[config.mk]
export PLATFORM = sky130hd
export DESIGN_NAME = serial_adder
export DESIGN_NICKNAME = d
export VERILOG_FILES = /design/src/rtl/serial_adder_pkg.sv /design/src/rtl/serial_adder_full_adder.sv /design/src/rtl/serial_adder.sv
export SDC_FILE = /design/constraint.sdc
export NUM_CORES = 1
export LEC_CHECK = 0
export CORE_ASPECT_RATIO = 1.5
export CORE_MARGIN = 1.5
export CORE_UTILIZATION = 54
export DETAILED_ROUTE_END_ITERATION = 16
export GPL_TIMING_DRIVEN = 0
export HOLD_SLACK_MARGIN = 0.05
export PLACE_DENSITY = 0.93
export SYNTH_ARGS = -nofsm -noshare
export SYNTH_HDL_FRONTEND = slang
export SYNTH_SLANG_ARGS = --single-unit
[constraint.sdc]
create_clock -name clk -period 3.3 [get_ports clk]
set_clock_uncertainty 0.2 [all_clocks]
set_input_delay 0.66 -clock clk [delete_from_list [all_inputs] [get_ports clk]]
set_output_delay 0.66 -clock clk [all_outputs]
set_load 0.05 [all_outputs]
[src/rtl/serial_adder_pkg.sv]
// serial_adder_pkg
//   Shared definitions for the bit-serial adder:
//   - WIDTH_DEFAULT : default operand/sum width in bits
//   - state_t       : controller states IDLE / RUN / DONE
package serial_adder_pkg;

  localparam int WIDTH_DEFAULT = 4;

  typedef enum logic [1:0] {
    IDLE = 2'd0,
    RUN  = 2'd1,
    DONE = 2'd2
  } state_t;

endpackage

[src/rtl/serial_adder_full_adder.sv]
// full_adder
//   Gate-level one-bit full adder, used as the serial cell of serial_adder.
//   Ports:
//     a, b, cin : input  addend bits and carry-in
//     sum       : output a ^ b ^ cin
//     cout      : output majority(a, b, cin)
module full_adder (
  input  logic a,
  input  logic b,
  input  logic cin,
  output logic sum,
  output logic cout
);

  logic ab_x;
  logic ab_a;
  logic cx_a;

  xor g_x0 (ab_x, a, b);
  xor g_x1 (sum, ab_x, cin);
  and g_a0 (ab_a, a, b);
  and g_a1 (cx_a, ab_x, cin);
  or  g_o0 (cout, ab_a, cx_a);

endmodule

[src/rtl/serial_adder.sv]
// serial_adder
//   Bit-serial adder: latches a, b and cin, then adds one bit pair per clock
//   (LSB first) through a single full_adder cell. Result appears WIDTH cycles
//   after the accept edge and is held until the consumer takes it.
//
//   Handshake (both sides): a transfer happens on a rising edge where
//   valid && ready are both high. The producer keeps valid and data stable
//   until that edge; ready may be any function of the receiver's state.
//   Here in_ready is high only in IDLE and out_valid only in DONE, so an
//   operand transfer and a result transfer never overlap.
//
//   Ports:
//     clk, rst_n            : clock, asynchronous active-low reset
//     in_valid / in_ready   : operand handshake
//     a, b, cin             : operands and carry-in
//     out_valid / out_ready : result handshake
//     sum, cout, ovf        : registered result, carry out, signed overflow
//     busy                  : high while in RUN or DONE
//     dbg_state             : current controller state for observation
module serial_adder
  import serial_adder_pkg::*;
#(
  parameter int WIDTH = WIDTH_DEFAULT
) (
  input  logic             clk,
  input  logic             rst_n,
  input  logic             in_valid,
  output logic             in_ready,
  input  logic [WIDTH-1:0] a,
  input  logic [WIDTH-1:0] b,
  input  logic             cin,
  output logic             out_valid,
  input  logic             out_ready,
  output logic [WIDTH-1:0] sum,
  output logic             cout,
  output logic             ovf,
  output logic             busy,
  output state_t           dbg_state
);

  localparam int CW = $clog2(WIDTH + 1);

  state_t state;
  state_t state_next;

  logic [WIDTH-1:0] sh_a;
  logic [WIDTH-1:0] sh_b;
  logic             carry;
  // Holds the WIDTH-1 sum bits produced so far; the newest bit enters at
  // the top so the first (LSB) bit lands in position 0 after WIDTH edges.
  logic [WIDTH-2:0] acc;
  logic [WIDTH-1:0] acc_next;
  logic [CW-1:0]    cnt;
  logic             last_bit;

  logic [WIDTH-1:0] sum_q;
  logic             cout_q;
  logic             ovf_q;

  logic             fa_sum;
  logic             fa_cout;

  full_adder u_cell (
    .a    (sh_a[0]),
    .b    (sh_b[0]),
    .cin  (carry),
    .sum  (fa_sum),
    .cout (fa_cout)
  );

  assign acc_next = {fa_sum, acc};
  assign last_bit = (cnt == CW'(WIDTH - 1));

  // State register
  always_ff @(posedge clk or negedge rst_n) begin
    if (!rst_n) begin
      state <= IDLE;
    end else begin
      state <= state_next;
    end
  end

  // Next-state logic
  always_comb begin
    state_next = state;
    case (state)
      IDLE:    if (in_valid) state_next = RUN;
      RUN:     if (last_bit) state_next = DONE;
      DONE:    if (out_ready) state_next = IDLE;
      default: state_next = IDLE;
    endcase
  end

  // Output decode
  always_comb begin
    in_ready  = 1'b0;
    out_valid = 1'b0;
    busy      = 1'b0;
    case (state)
      IDLE:    in_ready  = 1'b1;
      RUN:     busy      = 1'b1;
      DONE: begin
        out_valid = 1'b1;
        busy      = 1'b1;
      end
      default: in_ready  = 1'b0;
    endcase
  end

  // Datapath. Result registers are only written on the final RUN edge, so
  // they stay untouched through IDLE and the following RUN.
  always_ff @(posedge clk or negedge rst_n) begin
    if (!rst_n) begin
      sh_a   <= '0;
      sh_b   <= '0;
      carry  <= 1'b0;
      acc    <= '0;
      cnt    <= '0;
      sum_q  <= '0;
      cout_q <= 1'b0;
      ovf_q  <= 1'b0;
    end else begin
      case (state)
        IDLE: begin
          if (in_valid) begin
            sh_a  <= a;
            sh_b  <= b;
            carry <= cin;
            cnt   <= '0;
          end
        end
        RUN: begin
          sh_a  <= sh_a >> 1;
          sh_b  <= sh_b >> 1;
          carry <= fa_cout;
          acc   <= acc_next[WIDTH-1:1];
          // cnt tops out at WIDTH on the final edge, which CW bits can hold.
          cnt   <= cnt + CW'(1);
          if (last_bit) begin
            sum_q  <= acc_next;
            cout_q <= fa_cout;
            // carry still holds the carry into the MSB on this edge.
            ovf_q  <= fa_cout ^ carry;
          end
        end
        default: ;
      endcase
    end
  end

  assign sum       = sum_q;
  assign cout      = cout_q;
  assign ovf       = ovf_q;
  assign dbg_state = state;

endmodule

-- After elaboration in Yosys (flattened, before gate mapping)
Index checks and enable logic that the tools add are counted.
- input port bits: 13
- register bits after elaboration: 23
- bitwise operators: 6
- add/subtract/negate cells: 1
- mux-type cells: 15
- equal/unequal tests: 6
- reductions and logical operators: 6
- operators with widths (operator ; count):
    one-hot mux 4 bit (2 select lines) ; 2
    two-way mux 4 bit ; 2
    two-way mux 2 bit ; 3
    != test 2 bit (second input constant) ; 3
    one-hot mux 2 bit (3 select lines) ; 1
    one-hot mux 3 bit (2 select lines) ; 1
    two-way mux 1 bit ; 4
    AND reduction 2 bit ; 2
    adder 3 x 1 -> 3 bit (second input constant) ; 1
    == test 3 x 2 -> 1 bit (second input constant) ; 1
    two-way mux 3 bit ; 1
    AND reduction 3 bit ; 1
    bitwise XOR 1 bit ; 3
    bitwise AND 1 bit ; 2
    == test 2 x 1 -> 1 bit (second input constant) ; 1
    == test 2 bit (second input constant) ; 1
    logical NOT 2 bit ; 1
    one-hot mux 1 bit (2 select lines) ; 1
    nonzero test 2 bit ; 1
    OR reduction 2 bit ; 1
    bitwise OR 1 bit ; 1

-- Logic depth before layout (Yosys ltp)
Gate-level depths: netlist of run 1.
- depth after elaboration: 4
- mapped depth: 7
- depth with buffers taken out: 5

-- Cells and area by module
From an unflattened synthesis of run 1, not the netlist that was laid out.
- cells, all modules: 102
- area total of the unflattened synthesis: 1156.1 um^2
- modules (own cells, without submodules) (module ; area each (um^2) ; cells each ; instances):
    serial_adder ; 1136.1 ; 101 ; 1
    full_adder ; 20.0 ; 1 ; 1

-- Least setup slack after synthesis of run 1
Ideal clock, no wire load.
- path kind: reg2reg
- from: register state[0], in the netlist dbg_state[0]
- to: register sh_a[0]
- buffers on the path: 1
- clock period less this slack: 2250 ps
- library setup time: 126 ps
- data arrival time: 1924 ps
- stages on the path, launching flop included: 7
- slack: 1050 ps
- path through: dfrtp_1 > inv_1 > ha_1 > nor2b_4 > buf_6 > nor2_4 > a221o_1
- cells in the longest elaborated chain, start to end: 3
- elaborated cells between the ends (all ways): 6
- ends and longest elaborated chain (what ; RTL line ; source):
    start: declaration ; serial_adder.sv:43 ; state_t state;
    start signal: assignment ; serial_adder.sv:79 ; state <= state_next;
    == test 2 x 1 -> 1 bit / logical NOT 2 bit (equally long branches) ; serial_adder.sv:123 ; case (state)
    nonzero test 2 bit (no line) / != test 2 bit (equally long branches) ; n/a ;
    AND reduction 2 bit (no line) ; n/a ;
    end signal: assignment ; serial_adder.sv:133 ; sh_a <= sh_a >> 1;
    end: declaration ; serial_adder.sv:46 ; logic [WIDTH-1:0] sh_a;
Several ways; a longest one is shown, not always the timed one.
A chain may end at the register's enable or synchronous reset.

-- Worst setup path after layout of run 1
- from: register state[0], in the netlist dbg_state[0]
- to: output port in_ready
- cells in the longest elaborated chain, start to end: 2
- ends and longest elaborated chain (what ; RTL line ; source):
    logical NOT 2 bit ; serial_adder.sv:99 ; case (state)
    two-way mux 1 bit ; serial_adder.sv:99 ;
    end: declaration ; serial_adder.sv:28 ; output logic in_ready,
No other way between the ends.

==> results by group, run 1 <==
Critical path
  • CP Max Fanout: 4
  • Crit Reg-Reg Startpoint: dbg_state[0]
  • Worst Setup Start Kind: register
  • Crit path DAT: 1.87 ns
  • FF-to-FF End: sh_b[2]
  • Reg2Reg Setup Slack: 1.58 ns
  • R2R cell count: 7
  • Worst Path Required: 2.44 ns
  • Type of element capturing the critical path: output pin
  • WS Path Type: reg -> out

Logic synthesis
  • Post-synthesis sequential area ratio: 48.22%
  • Post-synth top flop: dfrtp_1
  • Mapped cell area: 1194 µm²
  • Yosys reg bits: 23
  • Unique cell type count in the Yosys netlist: 26
  • Async S/R FF share, synth: 100.0%
  • Mapped Cells: 104
  • EDFF count, synth: 0
  • Synthesized net count: 123
  • Synth warn: 0
  • Syn_area_per_cell: 11.48 µm²

Power and ir drop
  • Pleak: 0.6471 nW
  • P_int: 0.8885 mW
  • Seq pwr share: 30.1%
  • Sw frac: 45.72%
  • NetSw: 0.7484 mW
  • Pwr Density: 1108 nW/µm²
  • Power Total: 1.637 mW
  • VDD IR max: 0.7138 mV
  • Clk network pwr share: 7.9%
  • Comb pwr share: 62.1%

Layout
  • Seq. cell area: 575.6 µm²
  • # diodes: 0
  • Layout cells sized above 1: 15.27%
  • Fill cells: 152
  • Final net count: 151
  • Fin cells: 153
  • Area grow syn2layout: 23.79%
  • Multi-input gate area: 540.5 µm²
  • Most frequent cells in the layout: 23 x dfrtp_1, 23 x clkdlybuf4s50_1, 9 x a21oi_1

STA
  • Final setup TNS: 0 ns
  • Tcrit/Tclk final: 82.64%
  • Worst slew margin: 33.63%
  • Final setup vio count: 0
  • RSZ-0062 raised after global routing: no
  • Max-slew violations: 0
  • Fin crit period: 2.727 ns
  • Hold Vio Cnt, Final: 0
  • Slew of the pin with the lowest slew margin: 0.9925 ns
  • Fmax: 0.3667 GHz

Worst hold path
  • Hold path startpoint: cnt[0]
  • Min-delay worst type: reg -> reg
  • Worst Hold Path Cells: 1
  • Hold path endpoint: cnt[0]

Clock network
  • CTS Buf Count: 3
  • CTS tree: yes
  • Clock Latency Late Sink: 0.31 ns
  • Hold-fix buffers, CTS: 0
  • CTS root buffer: clkbuf_4
  • Htree depth: 1
  • Post-CTS resize count: 0
  • Clock buffer depth: 2
  • Setup Buffers After CTS: 0
  • Clk sinks: 23
  • CTS clk-pin slew, worst paths: 0.11 ns

Routing
  • First-pass DRT Iterations: 4
  • Initial DRC Count: 24
  • Final antenna-violating net count: 0
  • Avg WL per Cell: 14.54 µm
  • Residual DRC: 0
  • Routed WL: 2.225 mm
  • Via count: 934
  • Vias/cell: 6.105

Die
  • Core area: 2052 µm²
  • Num ports: 24
  • Die area: 2507 µm²
  • Core Rows: 20
  • Die Ht: 60.58 µm
  • Initial Util: 58.17%
  • Die X: 41.39 µm

Placed design
  • GP Congestion: 0.7989
  • Cells after DPL: 149
  • PortBufs: 23
  • Post-DP HPWL: 1.698 mm

Global routing
  • Largest net degree at the start of global routing: 24
  • Number of global-route vias before repair: 881
  • First-pass GRT wire length: 3.588 mm
  • Initial antenna violation count: 0
  • Gr usage total: 21.17%
  • GR Overflow Total: 0

Status
  • Status: completed

Run
  • MaxCap Viol Count: 0
-- worst max-delay path, stage by stage (launching register included) --
cell and delay, ns:
dfrtp_1 0.43, inv_1 0.09, ha_1 0.21, clkdlybuf4s50_1 0.83
-- cell type report --
type | count | share of cell area (%)
plain buffers | 6 | 3.895
clock buffers | 4 | 1.778
inverters | 5 | 1.355
multi-input cells | 70 | 36.58
flip-flops and latches | 23 | 38.95
well taps | 22 | 1.863
repair buffers | 23 | 15.58
-- layer usage --
metal  global-route usage, %  share of wire [%]  vias up
met5                       0                  0        -
met4                   12.44                2.8        0
met3                   3.297                4.2        6
met2                   35.94                 54       33
met1                   23.57                 39      471
li1                        -                  -      424
-- how the worst max path moves through the flow --
| stage | slack, ns | endpoint | from |
|---|---|---|---|
| floorplan | 1.05 | sh_a[0] | dbg_state[0] |
| global placement | 0.92 | in_ready | dbg_state[0] |
| detailed placement | 0.91 | in_ready | dbg_state[0] |
| CTS | 0.55 | in_ready | dbg_state[0] |
| global route | 0.45 | in_ready | dbg_state[1] |
| finish | 0.57 | in_ready | dbg_state[0] |
-- state kept, by name, summed over array words and instances, names as in the netlist --
| signal | flops |
|---|---|
| ovf | 1 |
| sum | 4 |
| dbg_state | 2 |
| carry | 1 |
| sh_b | 4 |
| cout | 1 |
| cnt | 3 |
| acc | 3 |
| sh_a | 4 |
-- power by group through the flow --
stage	Sequential [mW]	Clock, mW	Combinational [mW]
after floorplan	0.631	0	0.622
after global placement	0.490	0	0.989
after detailed placement	0.501	0	1.01
after CTS	0.494	0.130	1.02
after global routing	0.509	0.144	1.08
final	0.492	0.129	1.02
-- cell families after synthesis --
logic type	share of synthesized area (%)
AOI/OAI and AO/OA	14.57
and+or+nand+nor	14.36
adders and majority gates	6.918
muxes	8.699
buffers and inverters	6.498
xor gates and xnor gates	0.7339
DFF	48.22
-- per-stage QoR --
step	hold WS [ns]	util, %	setup WS [ns]	area (µm²)
final	0.2964	72.01	0.5727	1478
after global routing	0.3236	72.01	0.4459	1478
after CTS	0.2987	72.01	0.5477	1478
after detailed placement	0.2827	70.73	0.9102	1451
after global placement	0.2629	70.73	0.9219	1451
after floorplan	0.1644	-	1.050	1194
-- synth_stat cells (4+ instances only) --
library cell / number / area share [%]
nand3_1: 7 / 2.9
inv_1: 4 / 1.3
nand2b_1: 7 / 3.7
o21ai_1: 4 / 1.7
buf_6: 4 / 3.8
nand2_1: 6 / 1.9
ha_1: 5 / 5.2
dfrtp_1: 23 / 48
a21oi_1: 9 / 3.8
mux2_1: 5 / 4.7
a221o_1: 7 / 5.9
a31oi_1: 4 / 2.1
Note: power is estimated with default switching activity, not from simulation.
==> run 2, diff against run 1 <==
--- a/config.mk
+++ b/config.mk
@@ -7,11 +7,11 @@
 export LEC_CHECK = 0
 export CORE_ASPECT_RATIO = 1.5
 export CORE_MARGIN = 1.5
-export CORE_UTILIZATION = 54
+export CORE_UTILIZATION = 45
 export DETAILED_ROUTE_END_ITERATION = 16
 export GPL_TIMING_DRIVEN = 0
 export HOLD_SLACK_MARGIN = 0.05
-export PLACE_DENSITY = 0.93
+export PLACE_DENSITY = 0.84
 export SYNTH_ARGS = -nofsm -noshare
 export SYNTH_HDL_FRONTEND = slang
 export SYNTH_SLANG_ARGS = --single-unit
==> constraint.sdc (replaced) <==
create_clock -name clk -period 2.4 [get_ports clk]
set_clock_uncertainty 0.2 [all_clocks]
set_input_delay 0.48 -clock clk [delete_from_list [all_inputs] [get_ports clk]]
set_output_delay 0.48 -clock clk [all_outputs]
set_load 0.05 [all_outputs]
==> results by group, run 2 (synthesized netlist as in run 1, its figures left out) <==
STA
  • Slew of the pin with the lowest slew margin: 0.9834 ns (-0.009145 ns)
  • Worst slew margin: 34.24% (+0.61 points)
  • Hold Vio Cnt, Final: 0 (unchanged)
  • Fmax: 0.4354 GHz
  • Final setup TNS: 0 ns (unchanged)
  • Setup slack after layout: 0.1032 ns (-0.4696 ns)
  • Tcrit/Tclk final: 95.70%
  • RSZ-0062 raised after global routing: no
  • Fin crit period: 2.297 ns
  • Max-slew violations: 0 (unchanged)
  • Final setup vio count: 0 (unchanged)

Clock network
  • Clock Latency Late Sink: 0.29 ns (-0.02 ns)
  • Post-CTS resize count: 3 (+3)
  • CTS tree: yes
  • CTS Buf Count: 3 (unchanged)
  • Clock buffer depth: 2 (unchanged)
  • Hold-fix buffers, CTS: 0 (unchanged)
  • Htree depth: 1 (unchanged)
  • CTS root buffer: clkbuf_4
  • Clk sinks: 23 (unchanged)
  • Setup Buffers After CTS: 0 (unchanged)
  • CTS clk-pin slew, worst paths: 0.11 ns (about the same)

Power and ir drop
  • Pleak: 0.6573 nW (+1.6%)
  • Pwr Density: 1501 nW/µm² (+36%)
  • Clk network pwr share: 7.5% (-0.4 points)
  • Sw frac: 46.23% (+0.51 points)
  • P_int: 1.193 mW (+34%)
  • Comb pwr share: 61.7% (-0.4 points)
  • VDD IR max: 0.8711 mV (+22%)
  • Seq pwr share: 30.8% (+0.7 points)
  • NetSw: 1.026 mW (+37%)

Critical path
  • CP Max Fanout: 4 (unchanged)
  • Type of element capturing the critical path: output pin
  • Slowest cell on the critical path: dlygate4sd2_1
  • Crit-path cells: inv_1 > ha_1 > dlygate4sd2_1
  • Crit path launch: dbg_state[1]
  • Crit path DAT: 1.62 ns (-0.25 ns)
  • Crit Reg-Reg Startpoint: dbg_state[1]
  • Peak per-stage delay on the critical path: 0.55 ns (-0.28 ns)
  • Worst Path Required: 1.72 ns (-0.72 ns)
  • WS Path Type: reg -> out
  • Reg2Reg Setup Slack: 0.64 ns (-0.94 ns)
  • Worst Setup Start Kind: register

Global routing
  • GR Overflow Total: 0 (unchanged)
  • Number of global-route vias before repair: 927 (+5.2%)
  • Initial antenna violation count: 0 (unchanged)
  • Largest net degree at the start of global routing: 24 (unchanged)
  • First-pass GRT wire length: 3.836 mm (+6.9%)
  • Gr usage total: 17.15% (-4.0 points)

Routing
  • Via count: 877 (-6.1%)
  • Vias/cell: 5.658 (-7.3%)
  • Residual DRC: 0 (unchanged)
  • Initial DRC Count: 29 (+21%)
  • Final antenna-violating net count: 0 (unchanged)
  • Routed WL: 2.281 mm (+2.5%)
  • Avg WL per Cell: 14.72 µm (+1.2%)
  • First-pass DRT Iterations: 4 (unchanged)

Die
  • Core Rows: 22 (+10%)
  • Die X: 45.05 µm (+8.9%)
  • Num ports: 24 (unchanged)
  • Die area: 2977 µm² (+19%)
  • Core area: 2477 µm² (+21%)
  • Die Ht: 66.08 µm (+9.1%)
  • Initial Util: 48.18% (-10 points)

Layout
  • Final net count: 151 (unchanged)
  • Area grow syn2layout: 23.79% (unchanged)
  • Most frequent cells in the layout: 23 x dfrtp_1, 20 x clkdlybuf4s50_1, 9 x a21oi_1
  • # diodes: 0 (unchanged)
  • Layout cells sized above 1: 16.03% (+0.76 points)
  • Commonest non-fill, non-tap cell in the layout: dfrtp_1
  • Fill cells: 220 (+45%)

Worst hold path
  • Min-delay worst type: reg -> reg
  • Hold path startpoint: cnt[0]

Placed design
  • Post-Place Setup Slack: 0.1579 ns (-0.7523 ns)
  • PortBufs: 23 (unchanged)
  • GP Congestion: 0.8009 (+0.25%)
  • Post-DP HPWL: 1.787 mm (+5.3%)

Status
  • Status: completed

Run
  • MaxCap Viol Count: 0 (unchanged)
## run 2: cell types whose count changed in the layout (fill, tap and decap cells not counted), sizes merged
cell / change
clkbuf: -1
clkdlybuf4s50: -3
clkinv: +1
dlygate4sd2: +3
## run 2: critical path, delay by kind of cell, from the launching register on
kind       cells  cell delay, ns
buf+inv        2            0.66
flops          1            0.44
fa+ha+maj      1            0.22
## run 2: power by group through the flow
stage | clock network, mW | registers [mW] | logic, mW
final | 0.167 | 0.682 | 1.37
after global routing | 0.188 | 0.702 | 1.48
after CTS | 0.174 | 0.683 | 1.38
after detailed placement | 0 | 0.693 | 1.40
after global placement | 0 | 0.676 | 1.36
after floorplan | 0 | 0.867 | 0.855
## run 2: per-layer routing
metal  vias to the layer above  global-route usage, %  wire (µm)
li1                        422                      -          -
met1                       437                  17.88        863
met2                        16                  32.32       1340
met3                         2                  2.732         53
met4                         0                  6.618         24
met5                         -                      0          0
## run 2: final timing paths
kind,endpoint,depth (start not counted)
max in group asynchronous,cnt[1],1
setup reg to reg,sh_b[2],7
setup / recovery,in_ready,3
hold reg to reg,cnt[0],1
min in group asynchronous,sum[3],1
hold / removal,cnt[0],1
## run 2: through the flow
| step | utilization, % | hold WS, ns | std cells | power (mW) | instance area [µm²] |
|---|---|---|---|---|---|
| after global routing | 59.65 | 0.3339 | 155 | 2.373 | 1478 |
| after detailed placement | 58.69 | 0.2768 | 151 | 2.097 | 1454 |
| after global placement | 58.69 | 0.2634 | 151 | 2.034 | 1454 |
| after floorplan | - | -0.01559 | 104 | 1.722 | 1194 |
| after CTS | 59.65 | 0.3088 | 155 | 2.240 | 1478 |
| final | 59.65 | 0.3027 | 155 | 2.218 | 1478 |
## run 2: area by class of cell
type / instances / area (µm²) / share of cell area, %
clock buffer: 3 / 22.52 / 1.524
tap: 24 / 30.03 / 2.032
multi-input combinational: 70 / 540.5 / 36.58
inverter: 5 / 20.02 / 1.355
buffer: 6 / 57.56 / 3.895
timing repair buffer: 23 / 226.5 / 15.33
sequential: 23 / 575.6 / 38.95
clock inverter: 1 / 5.005 / 0.3387
==> run 3, diff against run 2 <==
--- a/config.mk
+++ b/config.mk
@@ -9,7 +9,6 @@
 export CORE_MARGIN = 1.5
 export CORE_UTILIZATION = 45
 export DETAILED_ROUTE_END_ITERATION = 16
-export GPL_TIMING_DRIVEN = 0
 export HOLD_SLACK_MARGIN = 0.05
 export PLACE_DENSITY = 0.84
 export SYNTH_ARGS = -nofsm -noshare
==> results by group, run 3 (synthesized netlist as in run 1, its figures left out) <==
Worst hold path
  • Min-delay worst type: reg -> reg

Clock network
  • Post-CTS resize count: 0 (-3)
  • CTS clk-pin slew, worst paths: 0.12 ns (about the same)
  • Setup Buffers After CTS: 0 (unchanged)
  • CTS Buf Count: 3 (unchanged)
  • Clock Latency Late Sink: 0.30 ns (about the same)
  • CTS tree: yes
  • Htree depth: 1 (unchanged)
  • CTS root buffer: clkbuf_4
  • Hold-fix buffers, CTS: 0 (unchanged)
  • Clock buffer depth: 2 (unchanged)
  • Clk sinks: 23 (unchanged)

STA
  • Worst slew margin: 66.02% (+32 points)
  • Slew of the pin with the lowest slew margin: 0.5081 ns (-0.4753 ns)
  • Fmax: 0.4501 GHz (+3.4%)
  • Final setup vio count: 0 (unchanged)
  • Max-slew violations: 0 (unchanged)
  • Tcrit/Tclk final: 92.57% (-3.1 points)
  • Fin crit period: 2.222 ns (-0.07505 ns)
  • RSZ-0062 raised after global routing: no
  • Hold Vio Cnt, Final: 0 (unchanged)
  • Final setup TNS: 0 ns (unchanged)

Placed design
  • Post-DP HPWL: 1.680 mm (-6.0%)
  • GP Congestion: 0.8318 (+3.9%)
  • PortBufs: 23 (unchanged)

Die
  • Die area: 2977 µm² (unchanged)
  • Die X: 45.05 µm (unchanged)
  • Num ports: 24 (unchanged)
  • Core Rows: 22 (unchanged)
  • Die Ht: 66.08 µm (unchanged)
  • Initial Util: 48.18% (unchanged)
  • Core area: 2477 µm² (unchanged)

Layout
  • Area grow syn2layout: 22.12%
  • # diodes: 0 (unchanged)
  • Fin util: 58.84% (-0.81 points)
  • Most frequent cells in the layout: 23 x dfrtp_1, 20 x clkdlybuf4s50_1, 9 x a21oi_1
  • Final net count: 149 (-1.3%)
  • Commonest non-fill, non-tap cell in the layout: dfrtp_1
  • Fill cells: 211 (-4.1%)
  • Layout cells sized above 1: 16.28% (+0.25 points)

Critical path
  • Worst Setup Start Kind: register
  • Crit-path cells: clkdlybuf4s50_1
  • Type of element capturing the critical path: output pin
  • Top delay family on crit path: buffers and inverters
  • Worst Path Required: 1.72 ns (about the same)
  • CP bufs+invs: 1 (-1)
  • Crit path DAT: 1.54 ns (-0.08 ns)
  • CP Max Fanout: 4 (unchanged)
  • WS Path Type: reg -> out
  • Slowest cell on the critical path: clkdlybuf4s50_1
  • Peak per-stage delay on the critical path: 0.82 ns (+0.27 ns)

Run
  • MaxCap Viol Count: 0 (unchanged)

Power and ir drop
  • Power Total: 2.194 mW (-1.1%)
  • VDD IR max: 0.8372 mV (-3.9%)
  • Pleak: 0.6416 nW (-2.4%)
  • Pwr Density: 1505 nW/µm² (+0.26%)

Routing
  • Routed WL: 2.189 mm (-4.0%)
  • Via count: 885 (+0.91%)
  • Final antenna-violating net count: 0 (unchanged)
  • First-pass DRT Iterations: 4 (unchanged)
  • Avg WL per Cell: 14.31 µm (-2.8%)
  • Residual DRC: 0 (unchanged)
  • Initial DRC Count: 24 (-17%)
  • Vias/cell: 5.784 (+2.2%)

Global routing
  • GR Overflow Total: 0 (unchanged)
  • First-pass GRT wire length: 3.719 mm (-3.1%)
  • Largest net degree at the start of global routing: 24 (unchanged)
  • Initial antenna violation count: 0 (unchanged)
  • Number of global-route vias before repair: 833 (-10%)
  • Gr usage total: 16.95% (-0.20 points)

Status
  • Status: completed
## run 3: cell types whose count changed in the layout (fill, tap and decap cells not counted)
cell	before	now
buf_6	4	0
clkbuf_1	0	1
buf_4	1	6
buf_12	0	1
buf_2	1	0
clkinv_2	2	1
dlygate4sd2_1	3	0
## run 3: final timing paths
kind | from | end | slack (ns) | depth (start not counted)
worst min-delay path | cnt[0] | cnt[0] | 0.31 | 1
worst max-delay path | dbg_state[0] | dbg_state[0] | 0.18 | 1
max in group asynchronous | rst_n | sh_b[1] | 1.44 | 2
min in group asynchronous | rst_n | sum[0] | 0.33 | 2
worst max register to register | dbg_state[0] | sh_a[1] | 0.54 | 5
worst min register to register | cnt[0] | cnt[0] | 0.31 | 1
## run 3: per-stage QoR
step	hold slack (ns)	cell area, µm²	instances	setup WS, ns
6_report	0.3050	1458	153	0.1782
3_5_place_dp	0.2752	1431	149	0.3288
4_1_cts	0.3119	1458	153	0.1658
5_1_grt	0.3273	1458	153	0.1184
3_3_place_gp	0.2616	1431	149	0.4166
2_1_floorplan	-0.01559	1194	104	0.1498
## run 3: where the power goes
part	switching [mW]	internal (mW)	leakage [nW]
Sequential	0.124	0.555	0.294
Clock	0.106	0.0647	0.0150
Combinational	0.778	0.565	0.333
Total	1.01	1.18	0.642
## run 3: area by class of cell
class	count	area, µm²	area share (%)
Sequential cell	23	575.6	39.48
Multi-Input combinational cell	70	540.5	37.08
Timing Repair Buffer	27	265.3	18.20
Tap cell	24	30.03	2.060
Clock buffer	4	26.28	1.803
Inverter	5	20.02	1.373
## run 3: routing by layer
layer,track usage [%],routed length (µm),up-vias
li1,-,-,419
met1,20.91,893,442
met2,28.04,1186,18
met3,2.732,60,6
met4,7.721,49,0
met5,0,0,-
